### config.mk
export PLATFORM = sky130hd
export DESIGN_NAME = comb_decim_seq
export DESIGN_NICKNAME = d
export VERILOG_FILES = /design/src/rtl/comb_decim_seq.sv
export SDC_FILE = /design/constraint.sdc
export NUM_CORES = 1
export LEC_CHECK = 0
export ABC_AREA = 1
export CAP_MARGIN = 10
export CORE_ASPECT_RATIO = 0.9
export CORE_MARGIN = 1
export CORE_UTILIZATION = 58
export CTS_CLUSTER_SIZE = 30
export DETAILED_ROUTE_END_ITERATION = 8
export PLACE_DENSITY_LB_ADDON = 0.08
export SETUP_SLACK_MARGIN = 0.1
export SLEW_MARGIN = 20
export SYNTH_ARGS = -nofsm -noshare
export SYNTH_HDL_FRONTEND = slang
export SYNTH_SLANG_ARGS = --single-unit
### constraint.sdc
create_clock -name clock -period 7.8 [get_ports clock]
set_input_delay 1.95 -clock clock [delete_from_list [all_inputs] [get_ports clock]]
set_output_delay 1.95 -clock clock [all_outputs]
set_load 0.01 [all_outputs]
### src/rtl/comb_decim_seq.sv
// Purpose: word-serial CIC comb + decimator; emits x[k]-x[k-1] for every DECIM-th sample.
// Latency: one clock from an accepted input word to the matching data_out word.
// Backpressure: hold=1 stalls all state; out_valid/out_LSB_flag drop, data_out holds.
//
// Ports:
//   clock, reset (async active-low)
//   data_in      serial input word, LSB word of each sample first
//   hold         stall; the input word and LSB_flag are ignored
//   LSB_flag     data_in is word 0 of a new sample
//   data_out     registered difference word
//   out_valid    data_out carries a new word this cycle
//   out_LSB_flag data_out is word 0 of an output sample
//   sync_err     one-cycle pulse on a framing error
module comb_decim_seq #(
  parameter int word_length = 8,
  parameter int latency     = 4,
  parameter int DECIM       = 4
) (
  input  logic                   clock,
  input  logic                   reset,
  input  logic [word_length-1:0] data_in,
  input  logic                   hold,
  input  logic                   LSB_flag,
  output logic [word_length-1:0] data_out,
  output logic                   out_valid,
  output logic                   out_LSB_flag,
  output logic                   sync_err
);

  localparam int CW = (latency > 1) ? $clog2(latency) : 1;
  localparam int SW = (DECIM > 1) ? $clog2(DECIM) : 1;
  localparam logic [CW-1:0] WORD_LAST = CW'(latency - 1);
  localparam logic [SW-1:0] SAMP_LAST = SW'(DECIM - 1);

  typedef enum logic {SYNC, RUN} state_t;

  state_t                 state_q, state_d;
  logic [CW-1:0]          word_cnt_q, word_cnt_d;
  logic [SW-1:0]          samp_cnt_q, samp_cnt_d;
  logic                   borrow_q, borrow_d;
  logic [word_length-1:0] store_q [latency];
  logic [word_length-1:0] store_d [latency];
  logic [word_length-1:0] data_out_q, data_out_d;
  logic                   out_valid_q, out_valid_d;
  logic                   out_lsb_q, out_lsb_d;
  logic                   sync_err_q, sync_err_d;

  // Per-word datapath helpers
  logic                   accept;
  logic [CW-1:0]          wi;
  logic                   bin;
  logic [word_length:0]   diff;

  always_comb begin
    state_d     = state_q;
    word_cnt_d  = word_cnt_q;
    samp_cnt_d  = samp_cnt_q;
    borrow_d    = borrow_q;
    store_d     = store_q;
    data_out_d  = data_out_q;
    out_valid_d = 1'b0;
    out_lsb_d   = 1'b0;
    sync_err_d  = 1'b0;
    accept      = 1'b0;
    wi          = word_cnt_q;
    bin         = 1'b0;
    diff        = '0;

    if (!hold) begin
      if (state_q == SYNC) begin
        if (LSB_flag) begin
          accept  = 1'b1;
          wi      = '0;
          state_d = RUN;
        end
      end else begin
        if (LSB_flag && (word_cnt_q != '0)) begin
          // Early LSB: drop the partial sample and restart framing on this word.
          sync_err_d = 1'b1;
          accept     = 1'b1;
          wi         = '0;
        end else if (!LSB_flag && (word_cnt_q == '0)) begin
          // Missing LSB: lose lock, discard the word.
          sync_err_d = 1'b1;
          state_d    = SYNC;
        end else begin
          accept = 1'b1;
          wi     = word_cnt_q;
        end
      end
    end

    if (accept) begin
      if (samp_cnt_q == SAMP_LAST) begin
        // Borrow chains across words of the sample; word 0 starts fresh.
        bin         = (wi == '0) ? 1'b0 : borrow_q;
        diff        = {1'b0, data_in} - {1'b0, store_q[wi]}
                    - {{word_length{1'b0}}, bin};
        data_out_d  = diff[word_length-1:0];
        borrow_d    = diff[word_length];
        store_d[wi] = data_in;
        out_valid_d = 1'b1;
        out_lsb_d   = (wi == '0);
      end
      if (wi == WORD_LAST) begin
        word_cnt_d = '0;
        samp_cnt_d = (samp_cnt_q == SAMP_LAST) ? '0 : samp_cnt_q + SW'(1);
      end else begin
        word_cnt_d = wi + CW'(1);
      end
    end
  end

  always_ff @(posedge clock or negedge reset) begin
    if (!reset) begin
      state_q     <= SYNC;
      word_cnt_q  <= '0;
      samp_cnt_q  <= '0;
      borrow_q    <= 1'b0;
      for (int i = 0; i < latency; i++) store_q[i] <= '0;
      data_out_q  <= '0;
      out_valid_q <= 1'b0;
      out_lsb_q   <= 1'b0;
      sync_err_q  <= 1'b0;
    end else begin
      state_q     <= state_d;
      word_cnt_q  <= word_cnt_d;
      samp_cnt_q  <= samp_cnt_d;
      borrow_q    <= borrow_d;
      store_q     <= store_d;
      data_out_q  <= data_out_d;
      out_valid_q <= out_valid_d;
      out_lsb_q   <= out_lsb_d;
      sync_err_q  <= sync_err_d;
    end
  end

  assign data_out     = data_out_q;
  assign out_valid    = out_valid_q;
  assign out_LSB_flag = out_lsb_q;
  assign sync_err     = sync_err_q;

endmodule

==> results.py <==
metrics = {
    "routing": {
        "vias_per_cell": 5.02,
        "ant_nets": 0,
        "post_drt_wl_per_cell_um": 12.7,
        "routed_wl_um": 5670,
        "drtIter0Drc": 222,
        "vias": 2235,
        "first_pass_iters": 4,
        "drcViolationCount": 0,
    },
    "min_path": {
        "min_path_cells": 2,
        "min_from": "store_q[18]",
        "min_to": "store_q[18]",
        "hold_class": "reg2reg",
    },
    "sta": {
        "slew_headroom": 0.592,
        "min_period_over_period": 0.615,
        "setup_ws_ps": 3010,
        "tightest_slew_ps": 611,
        "setup_viol": 0,
        "rsz0062_at_grt": "false",
        "final_max_slew_viol_count": 0,
        "clock_skew_ps": 8.38,
        "fmax_ghz": 0.209,
        "whs_ps": 477,
        "tns_ps": 0,
        "min_period_ps": 4790,
        "hold_viol": 0,
    },
    "power_and_ir_drop": {
        "seqPwrFrac": 0.307,
        "total_power_mw": 1.32,
        "swShare": 0.431,
        "power_leakage_nw": 1.76,
        "max-vdd-ir-drop_mv": 0.254,
        "power_frac_comb": 0.549,
        "p_clk_frac": 0.145,
        "p_sw_mw": 0.568,
        "power.density_nw_per_um2": 411,
        "p_int_mw": 0.749,
    },
    "clock_tree": {
        "cts_resized": 0,
        "htreeDepth": 2,
        "clk_path_buf_depth": 2,
        "root_buffer": "clkbuf_8",
        "clk_latency_ps": 310,
        "post-cts-setup-buffer-count": 0,
        "postCtsHoldBufs": 0,
        "clock-sinks": 49,
        "cts_buffers": 5,
        "cts_tree": "yes",
        "clkTransAtPathRegs_ps": 90,
    },
    "placed_design": {
        "portBuffers": 22,
        "place_inst": 437,
        "dp_hpwl_um": 3840,
        "dpl_worst_slack_ps": 2680,
        "place.gp.congestion": 0.814,
    },
    "critical_path": {
        "cp_max_fo": 35,
        "cp-start-kind": "input port",
        "rrSetupSlack_ps": 4470,
        "critPathRequiredTime_ps": 8010,
        "critPathCaptureType": "flop",
        "path_class": "in2reg",
        "arrival_ps": 5010,
        "reg2reg_depth": 18,
        "regToRegEndpoint": "borrow_q",
        "reg2reg_from": "word_cnt_q[0]",
        "crit_start": "LSB_flag",
    },
    "synth": {
        "synth_edf_count": 0,
        "netlist_area_um2": 2870,
        "ys.flop_type": "dfrtp_1",
        "synth_cell_type_count": 30,
        "ys.warnings.count": 0,
        "synth_top_area_cell": "dfrtp_1",
        "synth.avg_cell_area_um2": 7.87,
        "synth_seq_cells": 49,
        "async_flop_share": 1.00,
        "synth_seq_area_share": 0.428,
        "synth_top_area_frac": 0.428,
        "synth_nets": 397,
        "synth_area_leaders": "dfrtp_1 43%, nand2_1 17%, ha_1 8.3%",
        "synthCells": 364,
    },
    "floorplanning": {
        "rows": 23,
        "start_util": 0.622,
        "dieArea_um2": 5230,
        "num_io_pins": 23,
        "fp.dieW_um": 76.1,
        "core_um2": 4600,
        "die-height_um": 68.7,
    },
    "grt": {
        "grtUsageTotal": 0.247,
        "top_usage_layer": "met2",
        "antenna_found_initial": 0,
        "use_met2": 0.411,
        "groute.layer.met1.usage": 0.336,
        "grt_overflow": 0,
        "grt_pass1_vias": 2096,
        "gr-usage-met3": 0.0526,
        "grt_max_degree": 50,
        "grt_pass1_wl_um": 9950,
    },
    "layout": {
        "final_nets": 415,
        "final_cell_mix": "128 x nand2_1, 49 x inv_1, 49 x dfrtp_1",
        "diodes": 0,
        "syn_to_final_growth_pct": 11.8,
        "stdcell_count": 445,
        "drive_gt1_frac": 0.0627,
        "final_common_cell": "nand2_1",
    },
    "run_status": {
        "outcome": "completed",
    },
    "run": {
        "drv_cap": 0,
    },
}
## metrics by stage
stage,instance area [um2],util
6_report,3200,0.696
4_1_cts,3200,0.695
2_1_floorplan,2870,-
3_3_place_gp,3090,0.670
5_1_grt,3200,0.696
3_5_place_dp,3090,0.670
## cell usage after synthesis (all sizes together), types with 2 or more instances
cell type and n:
a21boi 2, a21oi 10, buf 13, dfrtp 49
fa 2, ha 19, inv 52, nand2 132
nand3 10, nand4 16, nor2 16, o21ai 34
xnor2 3
## power by group through the flow
stage          registers (mW)  clock network, mW  logic [mW]
2_1_floorplan           0.406                  0       0.545
3_3_place_gp            0.405                  0       0.702
3_5_place_dp            0.407                  0       0.715
4_1_cts                 0.403              0.195       0.727
5_1_grt                 0.416              0.203       0.845
6_report                0.404              0.191       0.722
## layout make-up
class                           count  area (um2)
Clock inverter                      1        30.0
Multi-Input combinational cell    250        1360
Tap cell                           62        77.6
Fill cell                         395        1400
Sequential cell                    49        1230
Inverter                           52         195
Timing Repair Buffer               24         233
Clock buffer                        7        86.3
## cell families after synthesis
logic type,count (synthesis),share of synthesized area
fa+ha+maj,21,0.0969
xor+xnor,4,0.0122
buf+inv,65,0.0987
simple gates,177,0.274
flops,49,0.428
compound gates,47,0.0860
mux,1,0.00393
## flip-flops by register name (all words and copies together) (netlist names)
register and count:
store_q 32, data_out 8, samp_cnt_q 2, word_cnt_q 2, borrow_q 1, out_LSB_flag 1, out_valid 1, state_q 1
sync_err 1
## worst max path at each step
stage             endpoint  slack [ps]  depth (start not counted)
3_3_place_gp      borrow_q        2780                         17
5_1_grt        data_out[7]        2730                         17
2_1_floorplan     borrow_q        3590                         17
3_5_place_dp      borrow_q        2680                         17
6_report          borrow_q        3010                         17
4_1_cts           borrow_q        3010                         17
## layer usage
metal / part of all wire / up-vias
li1: - / 1176
met1: 0.50 / 1009
met5: 0 / -
met2: 0.45 / 44
met4: 0.0079 / 0
met3: 0.039 / 6
## critical path, stage by stage
cell and delay [ps]:
clkdlybuf4s50_1 460, ha_1 210, or2_0 210, nand2_1 80
nand2_2 350, nor2_1 200, a21oi_1 80, fa_1 470
fa_1 420, nand2_1 90, nand2_1 50, nand2_1 110
nand2_1 90, nand2_1 70, nand2_1 50, nand3_1 60
nand2_1 50
No activity file was read; power rests on OpenSTA's default activity.
